File: config.mk
export PLATFORM = sky130hd
export DESIGN_NAME = fifo_byte_streamer_flat
export DESIGN_NICKNAME = d
export VERILOG_FILES = /design/src/rtl/fifo_byte_streamer_if.sv /design/src/rtl/fifo_byte_streamer.sv /design/src/flat_wrapper.sv
export SDC_FILE = /design/constraint.sdc
export NUM_CORES = 1
export LEC_CHECK = 0
export ABC_CLOCK_PERIOD_IN_PS = 4200
export BUFFER_PORTS_ARGS = -buffer_cell sky130_fd_sc_hd__buf_2
export CAP_MARGIN = 10
export CORE_MARGIN = 2
export CORE_UTILIZATION = 28
export CTS_CLUSTER_SIZE = 14
export DETAILED_ROUTE_END_ITERATION = 8
export GPL_ROUTABILITY_DRIVEN = 0
export SYNTH_ARGS = -nofsm -noshare
export SYNTH_HDL_FRONTEND = slang
export SYNTH_SLANG_ARGS = --single-unit
File: constraint.sdc
create_clock -name clk -period 4.2 [get_ports clk]
set_clock_uncertainty 0.2 [all_clocks]
set_input_delay 0.21 -clock clk [delete_from_list [all_inputs] [get_ports clk]]
set_output_delay 0.21 -clock clk [all_outputs]
set_load 0.1 [all_outputs]
File: src/rtl/fifo_byte_streamer_if.sv
// Read side of the trace word FIFO plus the byte stream toward the debug/UART transmitter.
// master = streamer side, slave = FIFO/sink side.
interface fifo_byte_streamer_if #(
  parameter int unsigned WIDTH = 36
) ();

  logic             fifo_empty;
  logic             fifo_pop;
  logic [WIDTH-1:0] fifo_dout;
  logic [7:0]       tx_data;
  logic             tx_valid;
  logic             tx_ready;

  modport master (
    input  fifo_empty,
    input  fifo_dout,
    input  tx_ready,
    output fifo_pop,
    output tx_data,
    output tx_valid
  );

  modport slave (
    output fifo_empty,
    output fifo_dout,
    output tx_ready,
    input  fifo_pop,
    input  tx_data,
    input  tx_valid
  );

endinterface

File: src/rtl/fifo_byte_streamer.sv
// Pops words from the trace FIFO and sends each as a frame: SYNC byte, then the
// zero-extended word LSB first, on a valid/ready byte stream.
module fifo_byte_streamer #(
  parameter int unsigned WIDTH = 36,
  parameter int unsigned BYTES = (WIDTH + 7) / 8,
  parameter logic [7:0]  SYNC  = 8'hA5,
  parameter int unsigned CNT_W = 16
) (
  input  logic                 clk,
  input  logic                 rst,
  fifo_byte_streamer_if.master bus,
  output logic                 busy,
  output logic [CNT_W-1:0]     word_count
);

  localparam int unsigned SH_W  = 8 * BYTES;
  localparam int unsigned IDX_W = (BYTES > 1) ? $clog2(BYTES) : 1;
  localparam logic [IDX_W-1:0] LAST_IDX = IDX_W'(BYTES - 1);

  localparam logic [1:0] IDLE = 2'd0;
  localparam logic [1:0] LOAD = 2'd1;
  localparam logic [1:0] HDR  = 2'd2;
  localparam logic [1:0] DATA = 2'd3;

  logic [1:0]       state_q,      state_d;
  logic [SH_W-1:0]  shreg_q,      shreg_d;
  logic [IDX_W-1:0] byte_idx_q,   byte_idx_d;
  logic [CNT_W-1:0] word_count_q, word_count_d;
  logic [7:0]       tx_data_q,    tx_data_d;
  logic             tx_valid_q,   tx_valid_d;
  logic             busy_q,       busy_d;
  logic [SH_W-1:0]  shreg_shift_c;
  logic             handshake_c;
  logic             pop_c;

  assign handshake_c   = tx_valid_q && bus.tx_ready;
  assign shreg_shift_c = shreg_q >> 8;

  // Next-state, pop strobe and next registered stream outputs.
  always_comb begin
    state_d      = state_q;
    shreg_d      = shreg_q;
    byte_idx_d   = byte_idx_q;
    word_count_d = word_count_q;
    tx_data_d    = tx_data_q;
    tx_valid_d   = tx_valid_q;
    pop_c        = 1'b0;

    case (state_q)
      IDLE: begin
        if (!bus.fifo_empty) begin
          pop_c   = 1'b1;
          state_d = LOAD;
        end
      end

      LOAD: begin
        shreg_d    = SH_W'(bus.fifo_dout);
        byte_idx_d = '0;
        tx_valid_d = 1'b1;
        tx_data_d  = SYNC;
        state_d    = HDR;
      end

      HDR: begin
        if (handshake_c) begin
          tx_data_d = shreg_q[7:0];
          state_d   = DATA;
        end
      end

      DATA: begin
        if (handshake_c) begin
          if (byte_idx_q == LAST_IDX) begin
            word_count_d = word_count_q + CNT_W'(1);
            tx_valid_d   = 1'b0;
            // Chain straight into the next word; the LOAD cycle gives the FIFO's
            // registered empty flag time to settle before any further pop.
            if (!bus.fifo_empty) begin
              pop_c   = 1'b1;
              state_d = LOAD;
            end else begin
              state_d = IDLE;
            end
          end else begin
            shreg_d    = shreg_shift_c;
            byte_idx_d = byte_idx_q + IDX_W'(1);
            tx_data_d  = shreg_shift_c[7:0];
          end
        end
      end

      default: begin
        state_d    = IDLE;
        tx_valid_d = 1'b0;
      end
    endcase

    if (rst) begin
      pop_c = 1'b0;
    end

    busy_d = (state_d != IDLE);
  end

  // State and output registers with synchronous reset.
  always_ff @(posedge clk) begin
    if (rst) begin
      state_q      <= IDLE;
      shreg_q      <= '0;
      byte_idx_q   <= '0;
      word_count_q <= '0;
      tx_data_q    <= '0;
      tx_valid_q   <= 1'b0;
      busy_q       <= 1'b0;
    end else begin
      state_q      <= state_d;
      shreg_q      <= shreg_d;
      byte_idx_q   <= byte_idx_d;
      word_count_q <= word_count_d;
      tx_data_q    <= tx_data_d;
      tx_valid_q   <= tx_valid_d;
      busy_q       <= busy_d;
    end
  end

  assign bus.fifo_pop = pop_c;
  assign bus.tx_data  = tx_data_q;
  assign bus.tx_valid = tx_valid_q;
  assign busy         = busy_q;
  assign word_count   = word_count_q;

endmodule

File: src/flat_wrapper.sv
// flat-port wrapper written by rule: the top's interface ports become plain ports
module fifo_byte_streamer_flat 
#(
  parameter int unsigned WIDTH = 36,
  parameter int unsigned BYTES = (WIDTH + 7) / 8,
  parameter logic [7:0]  SYNC  = 8'hA5,
  parameter int unsigned CNT_W = 16
)
  (clk, rst, busy, word_count, bus_fifo_empty, bus_fifo_dout, bus_tx_ready, bus_fifo_pop, bus_tx_data, bus_tx_valid);
  fifo_byte_streamer_if #(.WIDTH(WIDTH)) bus_i ();
  input  logic clk;
  input  logic rst;
  output logic busy;
  output logic [CNT_W-1:0] word_count;
  input wire logic [$bits(bus_i.fifo_empty)-1:0] bus_fifo_empty;
  input wire logic [$bits(bus_i.fifo_dout)-1:0] bus_fifo_dout;
  input wire logic [$bits(bus_i.tx_ready)-1:0] bus_tx_ready;
  output wire logic [$bits(bus_i.fifo_pop)-1:0] bus_fifo_pop;
  output wire logic [$bits(bus_i.tx_data)-1:0] bus_tx_data;
  output wire logic [$bits(bus_i.tx_valid)-1:0] bus_tx_valid;
  assign bus_i.fifo_empty = bus_fifo_empty;
  assign bus_i.fifo_dout = bus_fifo_dout;
  assign bus_i.tx_ready = bus_tx_ready;
  assign bus_fifo_pop = bus_i.fifo_pop;
  assign bus_tx_data = bus_i.tx_data;
  assign bus_tx_valid = bus_i.tx_valid;
  fifo_byte_streamer #(.WIDTH(WIDTH), .BYTES(BYTES), .SYNC(SYNC), .CNT_W(CNT_W)) u_core (.clk(clk), .rst(rst), .bus(bus_i), .busy(busy), .word_count(word_count));
endmodule
==> impl_metrics.json, run 1 <==
{
  "crit_chain": "ha_2 > nand3_4 > nor2_1 > nor2_1 > nor4_2 > buf_2",
  "cp_max_fo": 38,
  "intPower_uw": 1349,
  "drv_cap": 0,
  "slew_violations": 0,
  "worst_r2r_startpoint": "u_core.state_q[1]$_SDFF_PP0_",
  "crit_type": "flip-flop to output port",
  "pin_count": 67,
  "cts_sinks": 67,
  "tightest_slew_ps": 976.9,
  "vias": 2784,
  "crit_path_max_incr_delay_ps": 880,
  "critPathLaunch": "u_core.state_q[1]$_SDFF_PP0_",
  "coreArea_mm2": 0.01037,
  "required_ps": 3790,
  "pwr-share-comb": 0.394,
  "relSlewSlack": 0.3487,
  "worst_ep_arrival_time_ps": 2880,
  "async_flop_share": 0,
  "antenna_found_initial": 0,
  "worstSetupEndpointType": "output port",
  "start_util": 0.2886,
  "die_x_um": 107.4,
  "max-clock-path-buffers": 2,
  "cts-root-buf": "clkbuf_8",
  "ant_nets": 0,
  "multi_input_area_mm2": 0.001546,
  "route.met2.wl_um": 3574,
  "yosysMostFrequentCell": "dfxtp_1",
  "grt_start_max_net_pins": 70,
  "drtPass1Iterations": 4,
  "pwr-share-seq": 0.381,
  "grt_usage": 0.1343,
  "synth_top_area_share": 0.4482,
  "clkSlewWorstSetupHoldPaths_ps": 80,
  "dieArea_mm2": 0.01153,
  "synth-seq-cells": 67,
  "syn_nets": 390,
  "drc_errors": 0,
  "synth_edf_count": 0,
  "portBuffers": 66,
  "cts-buffers-inserted": 9,
  "wl_met3_um": 430,
  "fill_cells": 1052,
  "fp-row-count": 37,
  "netSwitchingFraction": 0.4323,
  "yosys-top-cells-count": "dfxtp_1 (67), nor2_1 (38), a21oi_1 (33), nand2_1 (26), a211oi_1 (25)",
  "diodes": 0,
  "hpwl_um": 5302,
  "clock.fmax_ghz": 0.3037,
  "cts_tree": "done",
  "hold_start": "bus_fifo_dout[19]",
  "worst_path_max_delay_cell": "ha_2",
  "ys.flop_type": "dfxtp_1",
  "post-place-ws_ps": 1185,
  "setup_viol": 0,
  "synth_top_cell_by_area": "dfxtp_1",
  "power.switching_uw": 1027,
  "syn-instance-count": 343,
  "setup_ws_ps": 907.7,
  "final-seq-area_mm2": 0.001341,
  "syn_area_mm2": 0.002993,
  "cts_resized": 0,
  "power_density_mw_per_mm2": 614.1,
  "die_h_um": 107.4,
  "grt_pass1_vias": 2551,
  "cts_setup_buffers": 0,
  "irDropWorstVdd_uv": 342.0,
  "crit_path_frequent_cell": "nor2_1",
  "wl_met1_um": 3572,
  "fin_setup_tns_ps": 0,
  "drt-initial-drc-count": 140,
  "grt_pass1_wl_um": 12200,
  "status": "finished, final reports clean",
  "yosys_warnings": 0,
  "syn_to_final_growth_pct": 29.31,
  "drive_gt1_frac": 0.2150,
  "totalWireLength_um": 7672,
  "grt_overflow": 0,
  "hold_class": "input pin to flip-flop",
  "nets": 470,
  "routedWlPerCell_um": 13.60,
  "finalCritPeriodShare": 0.7839,
  "vias_per_cell": 4.936,
  "clock_latency_ps": 340,
  "avgSynthCellArea_um2": 8.726,
  "fin_crit_ps": 3292,
  "seq_area_frac_synth": 0.4482,
  "rsz0062_at_grt": "false",
  "htree_levels": 3,
  "dr.max_layer_used": "met4",
  "power.leakage_uw": 0.001430,
  "p_clk_frac": 0.225,
  "yosysUniqueCellTypes": 40,
  "crit_path_start_kind": "flip-flop",
  "hold_viol_final": 0,
  "synthTopCellsByArea": "dfxtp_1 (45%), mux2i_1 (6.7%), a211oi_1 (6.3%)"
}
-- kinds of logic (layout without fill, tap and decap cells) --
| family | after synthesis | in the layout | share of synthesized area |
|---|---|---|---|
| AO/OA/AOI/OAI | 92 | 92 | 0.1977 |
| XOR/XNOR | 9 | 9 | 0.02634 |
| adder cells (fa/ha/maj) | 7 | 7 | 0.02926 |
| buffers and inverters | 30 | 115 | 0.03929 |
| flip-flops | 67 | 67 | 0.4482 |
| multiplexers | 22 | 22 | 0.07441 |
| AND/OR/NAND/NOR | 116 | 116 | 0.1848 |
-- critical path: cells and delay by family (launching register included) --
kind	cells	cell delay (ps)
adders and majority gates	1	880
DFF	1	430
and+or+nand+nor	4	760
buffers and inverters	1	470
-- repair_timing --
| item | 4_1_cts | 5_1_grt |
|---|---|---|
| hold endpoints to repair | 23 | 0 |
| setup endpoints to repair | 0 | 0 |
| hold buffers | 23 | 0 |
-- area by class of cell --
| cell class | instances | area share |
|---|---|---|
| Clock buffer | 10 | 0.03556 |
| Clock inverter | 6 | 0.01681 |
| Inverter | 7 | 0.006790 |
| Multi-Input combinational cell | 246 | 0.3996 |
| Sequential cell | 67 | 0.3466 |
| Tap cell | 136 | 0.04397 |
| Timing Repair Buffer | 92 | 0.1507 |
-- registers in the layout (all words and copies together) (netlist names) --
signal and cells:
u_core.bus.tx_data 8, u_core.bus.tx_valid 1, u_core.busy 1, u_core.byte_idx_q 3, u_core.shreg_q 36, u_core.state_q 2, u_core.word_count 16
-- final timing paths --
| check | to | slack (ps) | cells past startpoint |
|---|---|---|---|
| worst max-delay path | bus_fifo_pop | 910 | 6 |
| worst min-delay path | u_core.shreg_q[19]$_SDFFE_PP0P_ | 30 | 3 |
| worst max register to register | u_core.word_count[11]$_SDFFE_PP0P_ | 1120 | 5 |
| worst min register to register | u_core.shreg_q[3]$_SDFFE_PP0P_ | 260 | 2 |
-- placed cells by master, fill, tap and decap left out, drive strengths merged, types with 7 or more instances in the layout --
master	count
buf	69
dfxtp	67
nor2	38
a21oi	33
nand2	26
a211oi	25
dlygate4sd3	23
mux2i	20
nand3	18
a22oi	15
clkbuf	10
ha	7
-- routing by layer --
| layer | GRT usage | vias to the layer above |
|---|---|---|
| li1 | - | 1411 |
| met1 | 0.1676 | 1287 |
| met2 | 0.2188 | 77 |
| met3 | 0.04358 | 9 |
| met4 | 0.04396 | 0 |
| met5 | 0 | - |
-- per-stage QoR --
step / cell area, um^2 / power (uW) / cells / hold slack, ps / utilization
floorplan: 2999 / 1654 / 343 / 86.94 / -
global placement: 3437 / 1825 / 525 / 241.1 / 0.3314
detailed placement: 3437 / 1843 / 525 / 246.0 / 0.3314
CTS: 3870 / 2403 / 564 / 3.234 / 0.3732
global route: 3870 / 2532 / 564 / 24.31 / 0.3732
finish: 3870 / 2377 / 564 / 27.66 / 0.3732
-- power by group through the flow --
stage / clock network [uW] / logic, uW / registers (uW)
4_1_cts: 557 / 941 / 905
3_3_place_gp: 0 / 911 / 914
3_5_place_dp: 0 / 923 / 920
5_1_grt: 581 / 1020 / 928
6_report: 535 / 937 / 906
2_1_floorplan: 0 / 452 / 1200
(Power assumes the default switching activity.)
==> run 2: changes to the inputs <==
--- a/config.mk
+++ b/config.mk
@@ -5,7 +5,7 @@
 export SDC_FILE = /design/constraint.sdc
 export NUM_CORES = 1
 export LEC_CHECK = 0
-export ABC_CLOCK_PERIOD_IN_PS = 4200
+export ABC_CLOCK_PERIOD_IN_PS = 3190
 export BUFFER_PORTS_ARGS = -buffer_cell sky130_fd_sc_hd__buf_2
 export CAP_MARGIN = 10
 export CORE_MARGIN = 2
==> constraint.sdc (replaced) <==
create_clock -name clk -period 3.19 [get_ports clk]
set_clock_uncertainty 0.2 [all_clocks]
set_input_delay 0.1595 -clock clk [delete_from_list [all_inputs] [get_ports clk]]
set_output_delay 0.1595 -clock clk [all_outputs]
set_load 0.1 [all_outputs]
==> run 2 against run 1 <==
Net effect:
- setup slack got worse by 310 ps
- global-route usage rose by 0.46 points
- register-to-register slack worse by 430 ps
- core utilization is 1.4 points higher
- largest power group unchanged
==> impl_metrics.json, run 2 (same netlist as run 1, synthesis figures left out) <==
{
  "worst_ep_arrival_time_ps": 2230,
  "hold_viol_final": 0,
  "cts_resized": 0,
  "drc_errors": 0,
  "largest_register": "u_core.shreg_q",
  "layout_common_cells": "dfxtp_1 (67), buf_2 (66), nor2_1 (38)",
  "power.switching_uw": 1371,
  "required_ps": 2830,
  "drive_gt1_frac": 0.2114,
  "pin_count": 67,
  "irDropWorstVdd_uv": 407.3,
  "totalWireLength_um": 7693,
  "crit_path_max_incr_delay_ps": 460,
  "final_cells": 576,
  "clock.fmax_ghz": 0.3861,
  "fin_crit_ps": 2590,
  "portBuffers": 66,
  "antenna_found_initial": 0,
  "cts_tree": "done",
  "pwr-share-seq": 0.369,
  "power.leakage_uw": 0.001491,
  "dp_cells": 526,
  "fin_setup_tns_ps": 0,
  "status": "finished, final reports clean",
  "nets": 482,
  "crit_chain": "ha_2 > nand3_4 > nor2_1 > nor2_1 > nor4_4 > buf_2",
  "die_x_um": 107.4,
  "syn_to_final_growth_pct": 34.20,
  "start_util": 0.2886,
  "routedWlPerCell_um": 13.36,
  "clock_latency_ps": 340,
  "finalCritPeriodShare": 0.8119,
  "htree_levels": 3,
  "vias": 2817,
  "cts-buffers-inserted": 9,
  "drtPass1Iterations": 4,
  "rsz0062_at_grt": "false",
  "worstSetupEndpointType": "output port",
  "cpLargestDelayFamily": "simple AND/OR/NAND/NOR gates",
  "coreArea_mm2": 0.01037,
  "die_h_um": 107.4,
  "hpwl_um": 5411,
  "drt-initial-drc-count": 125,
  "crit_type": "flip-flop to output port",
  "hold_class": "input pin to flip-flop",
  "ant_nets": 0,
  "grt_overflow": 0,
  "grt_pass1_vias": 2730,
  "setup_viol": 0,
  "crit_path_start_kind": "flip-flop",
  "crit_buf_inv": 1,
  "grt_start_max_net_pins": 45,
  "slew_violations": 0,
  "layout_commonest_cell": "dfxtp_1",
  "crit_path_frequent_cell": "nor2_1",
  "clkSlewWorstSetupHoldPaths_ps": 70,
  "cts_sinks": 67,
  "relSlewSlack": 0.5241,
  "dieArea_mm2": 0.01153,
  "worst_path_max_delay_cell": "buf_2",
  "power_density_mw_per_mm2": 802.9,
  "cp_max_fo": 10,
  "fp-row-count": 37,
  "tightest_slew_ps": 695.9,
  "vias_per_cell": 4.891,
  "cts-root-buf": "clkbuf_8",
  "netSwitchingFraction": 0.4253,
  "diodes": 0,
  "grt_pass1_wl_um": 12890,
  "max-clock-path-buffers": 2,
  "pwr-share-comb": 0.386,
  "drv_cap": 0,
  "largest_register_ff_count": 36,
  "intPower_uw": 1853,
  "p_clk_frac": 0.245,
  "grt_usage": 0.1389
}
==> run 2: cell types whose count changed in the layout (fill, tap and decap cells not counted) <==
cell	change
buf_4	+1
bufinv_16	+1
clkbuf_8	-1
clkinv_2	-1
clkinv_4	-2
dlygate4sd3_1	+11
inv_6	+3
nor4_2	-1
nor4_4	+1
==> run 2: power groups by stage <==
stage	logic, uW	clock network, uW	registers [uW]
after floorplan	605	0	1580
after global placement	1200	0	1210
after detailed placement	1220	0	1210
after CTS	1250	814	1190
after global routing	1360	850	1220
final	1250	790	1190
==> run 2: final cells by class <==
type	count	area [um^2]
fill	1062	6354
multi-input combinational	246	1555
sequential	67	1341
timing repair buffer	104	700.7
tap	136	170.2
clock buffer	9	123.9
clock inverter	7	98.84
inverter	7	26.28
==> run 2: worst register-to-register path: stages (launching register included) <==
cell	delay (ps)
dfxtp_1	400
ha_2	280
buf_4	440
nor2_1	130
a2111oi_0	620
a21oi_1	180
o21a_1	150
==> run 2: final timing paths <==
check	startpoint	to	slack [ps]	depth (start not counted)
max reg2reg	u_core.state_q[1]$_SDFF_PP0_	u_core.bus.tx_data[5]$_SDFFE_PP0P_	690	6
min reg2reg	u_core.shreg_q[7]$_SDFFE_PP0P_	u_core.shreg_q[7]$_SDFFE_PP0P_	260	2
max	u_core.state_q[1]$_SDFF_PP0_	bus_fifo_pop	600	6
min	bus_fifo_dout[13]	u_core.shreg_q[13]$_SDFFE_PP0P_	3	3
==> run 2: routing by layer <==
| metal | vias up | global-route usage | routed length, um |
|---|---|---|---|
| met5 | - | 0 | 0 |
| met2 | 83 | 0.2269 | 3559 |
| li1 | 1440 | - | - |
| met1 | 1287 | 0.1795 | 3619 |
| met4 | 0 | 0.02747 | 69 |
| met3 | 7 | 0.04600 | 444 |
==> run 2: what timing repair did <==
item,CTS,global route
endpoints found under the hold margin,34,1
setup endpoints to repair,0,0
buffers inserted,0,0
hold buffers,33,1
==> run 2: through the flow <==
step           total power, uW    util  hold slack [ps]  setup slack [ps]  area [um^2]
5_1_grt                   3433  0.3873            17.29             397.0         4016
3_3_place_gp              2407  0.3330            211.1             769.9         3453
6_report                  3225  0.3873            3.143             600.0         4016
2_1_floorplan             2189       -            36.44             220.1         3008
4_1_cts                   3260  0.3863            1.080             555.3         4006
3_5_place_dp              2433  0.3330            210.5             686.9         3453
